--- src/rtl/instruction_register.sv ---
// JTAG instruction register: IR_WIDTH-bit capture/shift chain with an update shadow.
// Optional macro IR_SHIFT_GUARD_EN rejects updates that did not follow a full-length shift.
module instruction_register #(
    parameter int                  IR_WIDTH    = 4,
    parameter logic [IR_WIDTH-1:0] RESET_INSTR = {IR_WIDTH{1'b1}}
) (
    input  logic                ClockIR,
    input  logic                ResetN,
    input  logic                TDI,
    input  logic [IR_WIDTH-3:0] DI,
    input  logic                CaptureIR,
    input  logic                ShiftIR,
    input  logic                UpdateIR,
    output logic                TDO,
    output logic [IR_WIDTH-1:0] Q,
    output logic                UpdateDone,
    output logic                ShortShift
);

    logic [IR_WIDTH-1:0] r_shift_reg;
    logic [IR_WIDTH-1:0] r_q;
    logic                r_update_done;
    logic                w_accept;

`ifdef IR_SHIFT_GUARD_EN
    localparam int                CW      = $clog2(IR_WIDTH + 1);
    localparam logic [CW-1:0]     CNT_MAX = CW'(IR_WIDTH);

    logic [CW-1:0] r_shift_count;
    logic          r_short_shift;

    // The count is sampled before this edge's clear, so capture+update still sees it.
    always_comb begin
        w_accept = UpdateIR && (r_shift_count == CNT_MAX);
    end

    always_ff @(posedge ClockIR) begin
        if (!ResetN) begin
            r_shift_count <= '0;
            r_short_shift <= 1'b0;
        end else begin
            if (CaptureIR || UpdateIR) begin
                r_shift_count <= '0;
            end else if (ShiftIR && (r_shift_count != CNT_MAX)) begin
                r_shift_count <= r_shift_count + 1'b1;
            end

            if (UpdateIR) begin
                r_short_shift <= !w_accept;
            end
        end
    end

    assign ShortShift = r_short_shift;
`else
    always_comb begin
        w_accept = UpdateIR;
    end

    assign ShortShift = 1'b0;
`endif

    always_ff @(posedge ClockIR) begin
        if (!ResetN) begin
            r_shift_reg   <= {{(IR_WIDTH-1){1'b0}}, 1'b1};
            r_q           <= RESET_INSTR;
            r_update_done <= 1'b0;
        end else begin
            if (CaptureIR) begin
                r_shift_reg <= {DI, 2'b01};
            end else if (ShiftIR) begin
                r_shift_reg <= {TDI, r_shift_reg[IR_WIDTH-1:1]};
            end

            // Shadow loads the chain as it stood before this edge.
            if (w_accept) begin
                r_q <= r_shift_reg;
            end
            r_update_done <= w_accept;
        end
    end

    assign TDO        = r_shift_reg[0];
    assign Q          = r_q;
    assign UpdateDone = r_update_done;

endmodule
--- config.mk ---
export PLATFORM = sky130hd
export DESIGN_NAME = instruction_register
export DESIGN_NICKNAME = d
export VERILOG_FILES = /design/src/rtl/instruction_register.sv
export SDC_FILE = /design/constraint.sdc
export NUM_CORES = 1
export LEC_CHECK = 0
export BUFFER_PORTS_ARGS = -buffer_cell sky130_fd_sc_hd__buf_4
export CAP_MARGIN = 20
export CELL_PAD_IN_SITES_DETAIL_PLACEMENT = 0
export CELL_PAD_IN_SITES_GLOBAL_PLACEMENT = 1
export CORE_AREA = 2 2 39 41
export DETAILED_ROUTE_END_ITERATION = 10
export DIE_AREA = 0 0 41 43
export PLACE_DENSITY_LB_ADDON = 0.1
export SLEW_MARGIN = 20
export SYNTH_ARGS = -nofsm -noshare
export SYNTH_HDL_FRONTEND = slang
export SYNTH_SLANG_ARGS = --single-unit
export TNS_END_PERCENT = 10
--- constraint.sdc ---
create_clock -name ClockIR -period 0.8 [get_ports ClockIR]
set_input_delay 0.08 -clock ClockIR [delete_from_list [all_inputs] [get_ports ClockIR]]
set_output_delay 0.08 -clock ClockIR [all_outputs]
set_load 0.01 [all_outputs]
==> Flow_metrics.wiki, run 1 <==
{| class="wikitable"
! Metric !! Value
|-
| Result of the run || finished, violations left
|-
| Violations in the final reports || setup timing
|-
| Area grow syn2layout || 49.5%
|-
| DP Cell Count || 60
|-
| Count of antenna-violating nets left after detailed routing || 0
|-
| Main synth FF type || dfxtp_1
|-
| First drt pass iteration count || 4
|-
| Fraction of power consumed by combinational cells || 0.165
|-
| List of most frequent post-synthesis cells || 9 x dfxtp_1, 6 x mux2i_1, 4 x nand2_1
|-
| Crit end category || register
|-
| Quantity of I/O buffers inserted on ports || 13
|-
| Antenna cell count || 0
|-
| Post-synthesis instance total || 32
|-
| Final net count || 58
|-
| Final routed wirelength across all metal layers || 669 µm
|-
| Die Outline Area || 1760 µm²
|-
| Maxcap violations || 0
|-
| Final setup skew || 0.00309 ns
|-
| Critical setup path kind || reg -> reg
|-
| Cell types occupying the most area after synthesis || dfxtp_1 50%, mux2i_1 17%, mux2_4 8.4%, o211a_1 5.6%, nand2_1 4.2%
|-
| Unrepaired setup endpoints after global routing || yes
|-
| Clock network latency to the later pin of the worst-skew pair || 0.25 ns
|-
| CTS clock-pin slew for the worst setup and hold paths || 0.06 ns
|-
| Flops & latches, synth || 9
|-
| CTS buffer count || 3
|-
| Via count of the first global-routing pass || 248
|-
| Leakage component of the power || 0.266 nW
|-
| Final Hold Slack || 0.0324 ns
|-
| Internal power consumption || 0.778 mW
|-
| Post-route fraction of the period consumed by the critical path || 1.12
|-
| Switching pwr || 0.215 mW
|-
| Antenna violations before repair || 0
|-
| Count of H-tree levels built during CTS || 1
|-
| Cell Pwr Density || 1850 nW/µm²
|-
| Largest stage delay on the critical path || 0.32 ns
|-
| Count of final setup violators || 2
|-
| Leftover overflow at the end of global routing || 0
|-
| Total I/O pin count || 15
|-
| Average cell area after synthesis || 11.2 µm²
|-
| Post-route cell area || 537 µm²
|-
| Beginning of the worst hold path || CaptureIR
|-
| Sequential power share || 0.504
|-
| Highest-delay cell along the critical path || dfxtp_2
|-
| Count of cell types in the netlist || 13
|-
| Worst path arrival time || 1.03 ns
|-
| Total GRT Usage || 0.0956
|-
| Clock Root Buffer || clkbuf_4
|-
| Non-filler instance count after layout || 65
|-
| Starting Density || 0.259
|-
| Final worst setup slack || -0.0970 ns
|-
| TNS Setup || -0.184 ns
|-
| Final Hold Fails || 0
|-
| Achievable Freq || 1110 MHz
|-
| Post-Place Cell Area || 475 µm²
|-
| Reg2Reg Capture Point || r_shift_reg[2]$_SDFFE_PN0P_
|-
| CP Cell Sequence || mux2_4 > o211a_1
|-
| Clock tree from TritonCTS || yes
|-
| Data required, critical path || 0.94 ns
|-
| Core footprint || 1380 µm²
|-
| Maximum clock insertion buffer count || 2
|-
| Hold Crit Class || in -> reg
|-
| Critical path's top delay family || flip-flops
|-
| Global-route wire length before repair || 1080 µm
|-
| Yosys warning count || 0
|-
| Die Y || 43 µm
|-
| Ys async rst share || 0
|-
| Number of nets produced by synthesis || 40
|-
| Largest net degree at the start of global routing || 10
|-
| Beginning of the worst register-to-register path || r_shift_reg[2]$_SDFFE_PN0P_
|-
| Summed instance area of the synthesized netlist || 359 µm²
|-
| Number of synthesized flops with an enable pin || 0
|-
| Residual DRC || 0
|-
| Routed via count || 274
|-
| Share of layout cells above drive strength 1 || 0.571
|-
| Global placement routability congestion || 0.581
|-
| Share of Yosys cell area claimed by the top area cell type || 0.502
|-
| Clock network fraction of total power || 0.331
|-
| Most area-hungry cell type in the Yosys netlist || dfxtp_1
|-
| Type of element launching the critical path || register
|-
| First DRT Iteration DRCs || 3
|-
| Number of vias per cell after detailed routing || 4.22
|-
| Worst reg2reg path depth || 2
|-
| Critical Path Fanout Max || 2
|-
| Post-synthesis sequential area ratio || 0.502
|-
| Detailed-route wire length per cell || 10.3 µm
|-
| Number of logic stages on the critical path including buffering || 2
|-
| Fraction of power spent switching nets || 0.216
|-
| Hold-fix buffers, CTS || 0
|-
| Most frequent cell after synthesis || dfxtp_1
|-
| Hold Path End || r_shift_reg[1]$_SDFFE_PP0P_
|-
| Buffers and inverters on the worst path || 0
|-
| Number of cell rows || 14
|-
| Worst-case register-to-register setup slack || -0.1 ns
|-
| Min-Delay Path Depth || 2
|-
| Total clock sinks || 9
|-
| Half-perimeter wire length of the detailed placement result || 552 µm
|-
| Post-layout min period || 0.897 ns
|-
| Final slew viol count || 0
|-
| X dimension of the die || 41 µm
|-
| Worst-case vdd ir drop || 621 µV
|-
| Total chip power || 0.993 mW
|}
==> power by group through the flow <==
stage,logic (mW),clock network (mW),registers [mW]
6_report,0.164,0.329,0.500
5_1_grt,0.180,0.380,0.504
4_1_cts,0.157,0.346,0.495
3_5_place_dp,0.151,0,0.503
3_3_place_gp,0.148,0,0.500
2_1_floorplan,0.0691,0,0.509
==> kinds of logic (layout without fill, tap and decap cells) <==
logic type	Yosys count	in the layout	synth area share
DFF	9	9	0.502
and+or+nand+nor	9	9	0.136
muxes	8	8	0.251
other	1	1	0.0104
AOI/OAI and AO/OA	2	2	0.0558
buffers and inverters	3	20	0.0453
==> per-stage QoR <==
| step | setup WS, ns | utilization |
|---|---|---|
| 6_report | -0.0970 | 0.388 |
| 5_1_grt | -0.122 | 0.388 |
| 4_1_cts | -0.0941 | 0.371 |
| 3_5_place_dp | -0.0965 | 0.344 |
| 3_3_place_gp | -0.0650 | 0.344 |
| 2_1_floorplan | -0.0547 | - |
==> area by class of cell <==
type	count	area, µm²
flip-flops and latches	9	189
multi-input cells	20	163
repair buffers	16	139
clock buffers	4	26.3
well taps	16	20.0
fillers	139	847
==> worst max-delay path by stage <==
| stage | startpoint | slack [ns] | endpoint |
|---|---|---|---|
| CTS | r_shift_reg[2]$_SDFFE_PN0P_ | -0.09 | r_shift_reg[2]$_SDFFE_PN0P_ |
| floorplan | r_shift_reg[2]$_SDFFE_PN0P_ | -0.05 | r_shift_reg[2]$_SDFFE_PN0P_ |
| global placement | r_shift_reg[3]$_SDFFE_PN0P_ | -0.07 | r_shift_reg[3]$_SDFFE_PN0P_ |
| global route | r_shift_reg[2]$_SDFFE_PN0P_ | -0.12 | r_shift_reg[2]$_SDFFE_PN0P_ |
| detailed placement | r_shift_reg[3]$_SDFFE_PN0P_ | -0.1 | r_shift_reg[2]$_SDFFE_PN0P_ |
| finish | r_shift_reg[2]$_SDFFE_PN0P_ | -0.1 | r_shift_reg[2]$_SDFFE_PN0P_ |
==> placed cells by master (no fill, tap or decap) <==
cell,netlist,layout
and2_1,1,1
mux2i_1,6,6
dfxtp_1,9,2
buf_4,1,11
clkbuf_4,0,3
clkbuf_1,1,1
nand2_1,4,4
dfxtp_2,0,7
mux2_4,2,2
nand2b_1,2,2
conb_1,1,1
nor3b_1,1,1
nand3b_1,1,1
o211a_1,2,2
buf_6,0,5
==> worst reg2reg max path: stages (launching register included) <==
cell and delay [ns]:
dfxtp_2 0.32, mux2_4 0.26, o211a_1 0.21
==> routing by layer <==
layer  vias to the layer above  GRT usage  part of all wire
met5                         -          0                 0
li1                        139          -                 -
met2                        12      0.119              0.45
met1                       123      0.126              0.46
met4                         0     0.0800                 0
met3                         0     0.0314             0.087
==> repair_timing <==
action | in CTS | in global routing
gates resized for setup | 3 | 9
endpoints found under the hold margin | 0 | 0
setup endpoints to repair | 4 | 8
buffers inserted | 1 | 0
No activity file was read; power rests on OpenSTA's default activity.
==> run 2, diff against run 1 <==
--- a/config.mk
+++ b/config.mk
@@ -5,11 +5,13 @@
 export SDC_FILE = /design/constraint.sdc
 export NUM_CORES = 1
 export LEC_CHECK = 0
+export ABC_AREA = 1
 export BUFFER_PORTS_ARGS = -buffer_cell sky130_fd_sc_hd__buf_4
 export CAP_MARGIN = 20
 export CELL_PAD_IN_SITES_DETAIL_PLACEMENT = 0
 export CELL_PAD_IN_SITES_GLOBAL_PLACEMENT = 1
 export CORE_AREA = 2 2 39 41
+export CTS_BUF_LIST = sky130_fd_sc_hd__clkbuf_2
 export DETAILED_ROUTE_END_ITERATION = 10
 export DIE_AREA = 0 0 41 43
 export PLACE_DENSITY_LB_ADDON = 0.1
==> run 2 against run 1 <==
Effect of this change: the run now ends clean; total power fell by 4.7%; maximum frequency rose by 17%; clock power fell by 12%; non-clock buffer count fell by 2; critical path depth fell by 1; clock skew rose by 0.0057 ns; cell area fell by 2.1%; sequential power barely moved; die area did not move.
==> Flow_metrics.wiki, run 2 <==
{| class="wikitable"
! Metric !! Value
|-
| Number of vias per cell after detailed routing || 3.95 (-6.2%)
|-
| Post-synthesis instance total || 53 (+66%)
|-
| Most frequent standard cell in the layout excluding fill and tap cells || nand2_1
|-
| Crit end category || output port
|-
| Half-perimeter wire length of the detailed placement result || 521 µm (-5.6%)
|-
| Cell types occupying the most area after synthesis || dfxtp_1 48%, nand2_1 17%, inv_1 9.0%, nor2_1 5.0%, nand3_1 4.0%
|-
| Antenna cell count || 0 (unchanged)
|-
| Die Outline Area || 1760 µm² (unchanged)
|-
| Most frequent cell after synthesis || nand2_1
|-
| Commonest non-fill, non-tap cells in the layout || 17 x nand2_1, 9 x inv_1, 9 x buf_4
|-
| Launching instance or port of the critical path || r_shift_reg[0]$_SDFFE_PP1P_
|-
| Global-route wire length before repair || 1070 µm (-1.3%)
|-
| Critical path's top delay family || flip-flops
|-
| Antenna violations before repair || 0 (unchanged)
|-
| Unrepaired setup endpoints after global routing || yes
|-
| Buffers and inverters on the worst path || 1 (+1)
|-
| Achievable Freq || 1300 MHz (+17%)
|-
| Area grow syn2layout || 40.5%
|-
| TNS Setup || 0 ns (+0.184 ns)
|-
| Number of nets produced by synthesis || 61 (+53%)
|-
| Final net count || 78 (+34%)
|-
| Cell Pwr Density || 1800 nW/µm² (-2.6%)
|-
| Final Hold Fails || 0 (unchanged)
|-
| Clock network fraction of total power || 0.306 (-0.025)
|-
| Maximum clock insertion buffer count || 2 (unchanged)
|-
| List of most frequent post-synthesis cells || 17 x nand2_1, 9 x dfxtp_1, 9 x inv_1
|-
| Die Y || 43 µm (unchanged)
|-
| CTS buffer count || 3 (unchanged)
|-
| Residual DRC || 0 (unchanged)
|-
| Sequential power share || 0.525 (+0.021)
|-
| Routed via count || 336 (+23%)
|-
| Share of layout cells above drive strength 1 || 0.362 (-0.209)
|-
| Worst path arrival time || 0.69 ns (-0.34 ns)
|-
| Worst-case vdd ir drop || 468 µV (-25%)
|-
| Post-synthesis sequential area ratio || 0.482 (-0.0201)
|-
| Ys async rst share || 0 (unchanged)
|-
| Beginning of the worst register-to-register path || r_shift_reg[3]$_SDFFE_PN0P_
|-
| Total clock sinks || 9 (unchanged)
|-
| Hold Crit Class || in -> reg
|-
| Summed instance area of the synthesized netlist || 374 µm² (+4.2%)
|-
| Flops & latches, synth || 9 (unchanged)
|-
| Count of antenna-violating nets left after detailed routing || 0 (unchanged)
|-
| Via count of the first global-routing pass || 272 (+9.7%)
|-
| Count of H-tree levels built during CTS || 1 (unchanged)
|-
| Clock tree from TritonCTS || yes
|-
| First DRT Iteration DRCs || 11 (+8)
|-
| CP Cell Sequence || buf_6
|-
| Final slew viol count || 0 (unchanged)
|-
| Starting Density || 0.270 (+0.0109)
|-
| Number of synthesized flops with an enable pin || 0 (unchanged)
|-
| Global placement routability congestion || 0.683 (+17%)
|-
| Detailed-route wire length per cell || 8.28 µm (-20%)
|-
| Average cell area after synthesis || 7.06 µm² (-37%)
|-
| Type of element launching the critical path || register
|-
| Clock network latency to the later pin of the worst-skew pair || 0.24 ns (about the same)
|-
| Highest-delay cell along the critical path || dfxtp_2
|-
| Critical setup path kind || reg -> out
|-
| Leakage component of the power || 0.285 nW (+7.1%)
|-
| Maxcap violations || 0 (unchanged)
|-
| Leftover overflow at the end of global routing || 0 (unchanged)
|-
| Number of cell rows || 14 (unchanged)
|-
| Main synth FF type || dfxtp_1
|-
| Core footprint || 1380 µm² (unchanged)
|-
| Largest stage delay on the critical path || 0.33 ns (about the same)
|-
| Post-layout utilization of the core || 0.380 (-0.00814)
|-
| Share of Yosys cell area claimed by the top area cell type || 0.482 (-0.0201)
|-
| Result of the run || completed
|-
| Most area-hungry cell type in the Yosys netlist || dfxtp_1
|-
| Post-layout min period || 0.769 ns (-0.128 ns)
|-
| Final setup skew || 0.00880 ns (+0.00571 ns)
|-
| Yosys warning count || 0 (unchanged)
|-
| Beginning of the worst hold path || UpdateIR
|-
| Hold-fix buffers, CTS || 0 (unchanged)
|-
| Switching pwr || 0.247 mW (+15%)
|-
| Internal power consumption || 0.699 mW (-10%)
|-
| Count of final setup violators || 0 (-2)
|-
| Total GRT Usage || 0.0960 (+0.000386)
|-
| Clock Root Buffer || clkbuf_2
|-
| X dimension of the die || 41 µm (unchanged)
|-
| Total I/O pin count || 15 (unchanged)
|-
| Quantity of I/O buffers inserted on ports || 13 (unchanged)
|-
| Final routed wirelength across all metal layers || 704 µm (+5.2%)
|-
| Largest net degree at the start of global routing || 9 (-1)
|-
| Critical Path Fanout Max || 2 (unchanged)
|-
| CTS clock-pin slew for the worst setup and hold paths || 0.10 ns (+0.04 ns)
|-
| Fraction of power spent switching nets || 0.261 (+0.0450)
|-
| Data required, critical path || 0.72 ns (-0.22 ns)
|-
| Post-route fraction of the period consumed by the critical path || 0.961 (-0.161)
|-
| Fraction of power consumed by combinational cells || 0.169 (+0.004)
|-
| First drt pass iteration count || 4 (unchanged)
|-
| Count of cell types in the netlist || 13 (unchanged)
|}
run 2: worst paths after layout:
kind	end	slack, ns	depth (start not counted)
max	TDO	0.03	1
min	UpdateDone$_SDFF_PN0_	0.03	3
max reg2reg	r_shift_reg[2]$_SDFFE_PN0P_	0.10	4
min reg2reg	Q[0]$_SDFFE_PN1P_	0.47	2
run 2: what timing repair did:
item                                    in CTS  in global routing
endpoints found under the setup margin       1                  6
setup buffers                                1                  0
endpoints found under the hold margin        0                  0
resized for setup                            1                  9
run 2: logic make-up (layout without fill, tap and decap cells):
group           Yosys count  in the layout  synth area share
compound gates            5              5            0.0802
buf+inv                  12             28             0.150
flops                     9              9             0.482
other cells               1              1            0.0100
simple gates             26             26             0.278
run 2: routing by layer:
layer / vias to the layer above / GRT usage / part of all wire
li1: 187 / - / -
met1: 131 / 0.131 / 0.49
met2: 16 / 0.106 / 0.40
met3: 2 / 0.0471 / 0.080
met4: 0 / 0.0800 / 0.023
met5: - / 0 / 0
run 2: layout make-up:
type,instances,area (µm²)
Sequential cell,9,186
Inverter,10,37.5
Multi-Input combinational cell,32,138
Fill cell,152,858
Clock buffer,4,20.0
Timing Repair Buffer,14,124
Tap cell,16,20.0
run 2: power groups by stage:
stage	Clock [mW]	Sequential (mW)	Combinational, mW
finish	0.290	0.497	0.160
global route	0.336	0.502	0.181
CTS	0.307	0.491	0.152
detailed placement	0	0.502	0.147
global placement	0	0.501	0.149
floorplan	0	0.510	0.0716
run 2: metrics by stage:
step	hold slack [ns]	cells	worst slack, ns	instance area, µm²	power (mW)
after floorplan	0.173	53	0.151	374	0.582
after global placement	0.295	80	0.128	473	0.650
after detailed placement	0.291	80	0.0933	473	0.649
after CTS	0.0223	85	0.000951	502	0.950
after global routing	0.0510	85	-0.0188	526	1.02
final	0.0344	85	0.0315	526	0.947
==> run 3, diff against run 2 <==
--- a/config.mk
+++ b/config.mk
@@ -14,7 +14,7 @@
 export CTS_BUF_LIST = sky130_fd_sc_hd__clkbuf_2
 export DETAILED_ROUTE_END_ITERATION = 10
 export DIE_AREA = 0 0 41 43
-export PLACE_DENSITY_LB_ADDON = 0.1
+export PLACE_DENSITY_LB_ADDON = 0.15
 export SLEW_MARGIN = 20
 export SYNTH_ARGS = -nofsm -noshare
 export SYNTH_HDL_FRONTEND = slang
==> run 3 against run 2 <==
Effect of this change: clock skew down 0.0038 ns; sequential share of layout area unchanged; critical endpoint unchanged; setup slack better by 0.0052 ns; non-clock buffer count unchanged; final cell count unchanged.
==> Flow_metrics.wiki, run 3 (synthesis gave the netlist of run 2 again) <==
{| class="wikitable"
! Metric !! Value
|-
| Share of layout cells above drive strength 1 || 0.362 (unchanged)
|-
| Hold Crit Class || in -> reg
|-
| Crit end category || output port
|-
| Maxcap violations || 0 (unchanged)
|-
| Most frequent standard cell in the layout excluding fill and tap cells || nand2_1
|-
| Clock tree from TritonCTS || yes
|-
| Detailed-route wire length per cell || 7.98 µm (-3.7%)
|-
| Global-route wire length before repair || 1100 µm (+3.3%)
|-
| Max Used Layer || met4
|-
| Largest stage delay on the critical path || 0.33 ns (about the same)
|-
| Half-perimeter wire length of the detailed placement result || 523 µm (+0.42%)
|-
| First DRT Iteration DRCs || 5 (-6)
|-
| Setup Slack @ Placement || 0.105 ns (+0.0120 ns)
|-
| Cell Pwr Density || 1790 nW/µm² (-0.77%)
|-
| Final net count || 78 (unchanged)
|-
| Global placement routability congestion || 0.716 (+4.9%)
|-
| Count of antenna-violating nets left after detailed routing || 0 (unchanged)
|-
| Sequential power share || 0.530 (+0.005)
|-
| Total I/O pin count || 15 (unchanged)
|-
| Starting Density || 0.270 (unchanged)
|-
| Via count of the first global-routing pass || 287 (+5.5%)
|-
| Number of cell rows || 14 (unchanged)
|-
| Final Hold Fails || 0 (unchanged)
|-
| Commonest non-fill, non-tap cells in the layout || 17 x nand2_1, 9 x inv_1, 9 x buf_4
|-
| Met1 routed wirelength after detailed routing || 309 µm (-11%)
|-
| Quantity of I/O buffers inserted on ports || 13 (unchanged)
|-
| Final slew viol count || 0 (unchanged)
|-
| Type of element launching the critical path || register
|-
| Routed length on met3 || 31 µm (-45%)
|-
| Final worst setup slack || 0.0367 ns (+0.00520 ns)
|-
| Area grow syn2layout || 40.5% (unchanged)
|-
| Worst-case vdd ir drop || 549 µV (+17%)
|-
| Result of the run || completed
|-
| Highest-delay cell along the critical path || dfxtp_2
|-
| CP Cell Sequence || buf_6
|-
| Worst path arrival time || 0.68 ns (about the same)
|-
| Leftover overflow at the end of global routing || 0 (unchanged)
|-
| Buffers and inverters on the worst path || 1 (unchanged)
|-
| CTS clock-pin slew for the worst setup and hold paths || 0.09 ns (about the same)
|-
| Number of vias per cell after detailed routing || 3.99 (+0.89%)
|-
| Maximum clock insertion buffer count || 2 (unchanged)
|-
| Antenna cell count || 0 (unchanged)
|-
| Switching pwr || 0.240 mW (-3.0%)
|-
| First drt pass iteration count || 2 (-2)
|-
| Post-layout utilization of the core || 0.380 (unchanged)
|-
| Fraction of power consumed by combinational cells || 0.170 (about the same)
|-
| Leakage component of the power || 0.285 nW (unchanged)
|-
| Fraction of power spent switching nets || 0.256 (-0.00576)
|-
| Clock Root Buffer || clkbuf_2
|-
| Count of final setup violators || 0 (unchanged)
|-
| Antenna violations before repair || 0 (unchanged)
|-
| Die Outline Area || 1760 µm² (unchanged)
|-
| CTS buffer count || 3 (unchanged)
|-
| X dimension of the die || 41 µm (unchanged)
|-
| Total chip power || 0.939 mW (-0.77%)
|-
| Routed via count || 339 (+0.89%)
|-
| Count of H-tree levels built during CTS || 1 (unchanged)
|-
| Achievable Freq || 1310 MHz (+0.68%)
|-
| Post-route fraction of the period consumed by the critical path || 0.954 (-0.00650)
|-
| Core footprint || 1380 µm² (unchanged)
|-
| Critical setup path kind || reg -> out
|-
| Critical path's top delay family || flip-flops
|-
| Die Y || 43 µm (unchanged)
|-
| Final routed wirelength across all metal layers || 678 µm (-3.7%)
|-
| Residual DRC || 0 (unchanged)
|-
| Critical Path Fanout Max || 2 (unchanged)
|-
| Post-layout min period || 0.763 ns (-0.00520 ns)
|-
| Final setup skew || 0.00505 ns (-0.00375 ns)
|-
| Data required, critical path || 0.72 ns (about the same)
|-
| Clock network latency to the later pin of the worst-skew pair || 0.24 ns (about the same)
|-
| Total GRT Usage || 0.0965 (+0.000523)
|-
| Largest net degree at the start of global routing || 9 (unchanged)
|-
| Routed length on met2 || 324 µm (+15%)
|-
| Total clock sinks || 9 (unchanged)
|-
| Clock network fraction of total power || 0.301 (-0.005)
|-
| Internal power consumption || 0.699 mW (about the same)
|}
-- run 3: cell counts in the layout (fill, tap and decap cells not counted) --
No cell type changed its count.
-- run 3: power by group through the flow --
stage | combinational, mW | sequential, mW | clock [mW]
after floorplan | 0.0716 | 0.510 | 0
after global placement | 0.148 | 0.501 | 0
after detailed placement | 0.146 | 0.502 | 0
after CTS | 0.151 | 0.492 | 0.295
after global routing | 0.183 | 0.501 | 0.315
final | 0.159 | 0.498 | 0.282
-- run 3: repair_timing --
item	in CTS	in global routing
hold buffers	0	0
buffers inserted	1	0
setup endpoints to repair	1	5
gates cloned	0	0
gates resized for setup	1	9
-- run 3: cell type report --
| cell class | instances | area (µm²) |
|---|---|---|
| Timing Repair Buffer | 14 | 124 |
| Tap cell | 16 | 20.0 |
| Inverter | 10 | 37.5 |
| Fill cell | 154 | 858 |
| Clock buffer | 4 | 20.0 |
| Multi-Input combinational cell | 32 | 138 |
| Sequential cell | 9 | 186 |
-- run 3: metrics by stage --
stage	std cells	hold slack [ns]	area, µm²	TNS (ns)
after floorplan	53	0.173	374	0
after global placement	80	0.295	473	0
after detailed placement	80	0.293	473	0
after CTS	85	0.0319	502	0
after global routing	85	0.0537	526	-0.000865
final	85	0.0434	526	0
-- run 3: final timing paths --
path                               startpoint                     endpoint  slack [ns]  depth (start not counted)
setup / recovery  r_shift_reg[0]$_SDFFE_PP1P_                          TDO        0.04                          1
hold / removal                       UpdateIR        UpdateDone$_SDFF_PN0_        0.04                          3
setup reg to reg  r_shift_reg[3]$_SDFFE_PN0P_  r_shift_reg[2]$_SDFFE_PN0P_        0.10                          4
hold reg to reg             Q[1]$_SDFFE_PN1P_            Q[1]$_SDFFE_PN1P_        0.46                          2
-- run 3: per-layer routing --
| metal | GRT usage | vias up |
|---|---|---|
| li1 | - | 188 |
| met1 | 0.119 | 139 |
| met2 | 0.128 | 10 |
| met3 | 0.0157 | 2 |
| met4 | 0.100 | 0 |
| met5 | 0 | - |
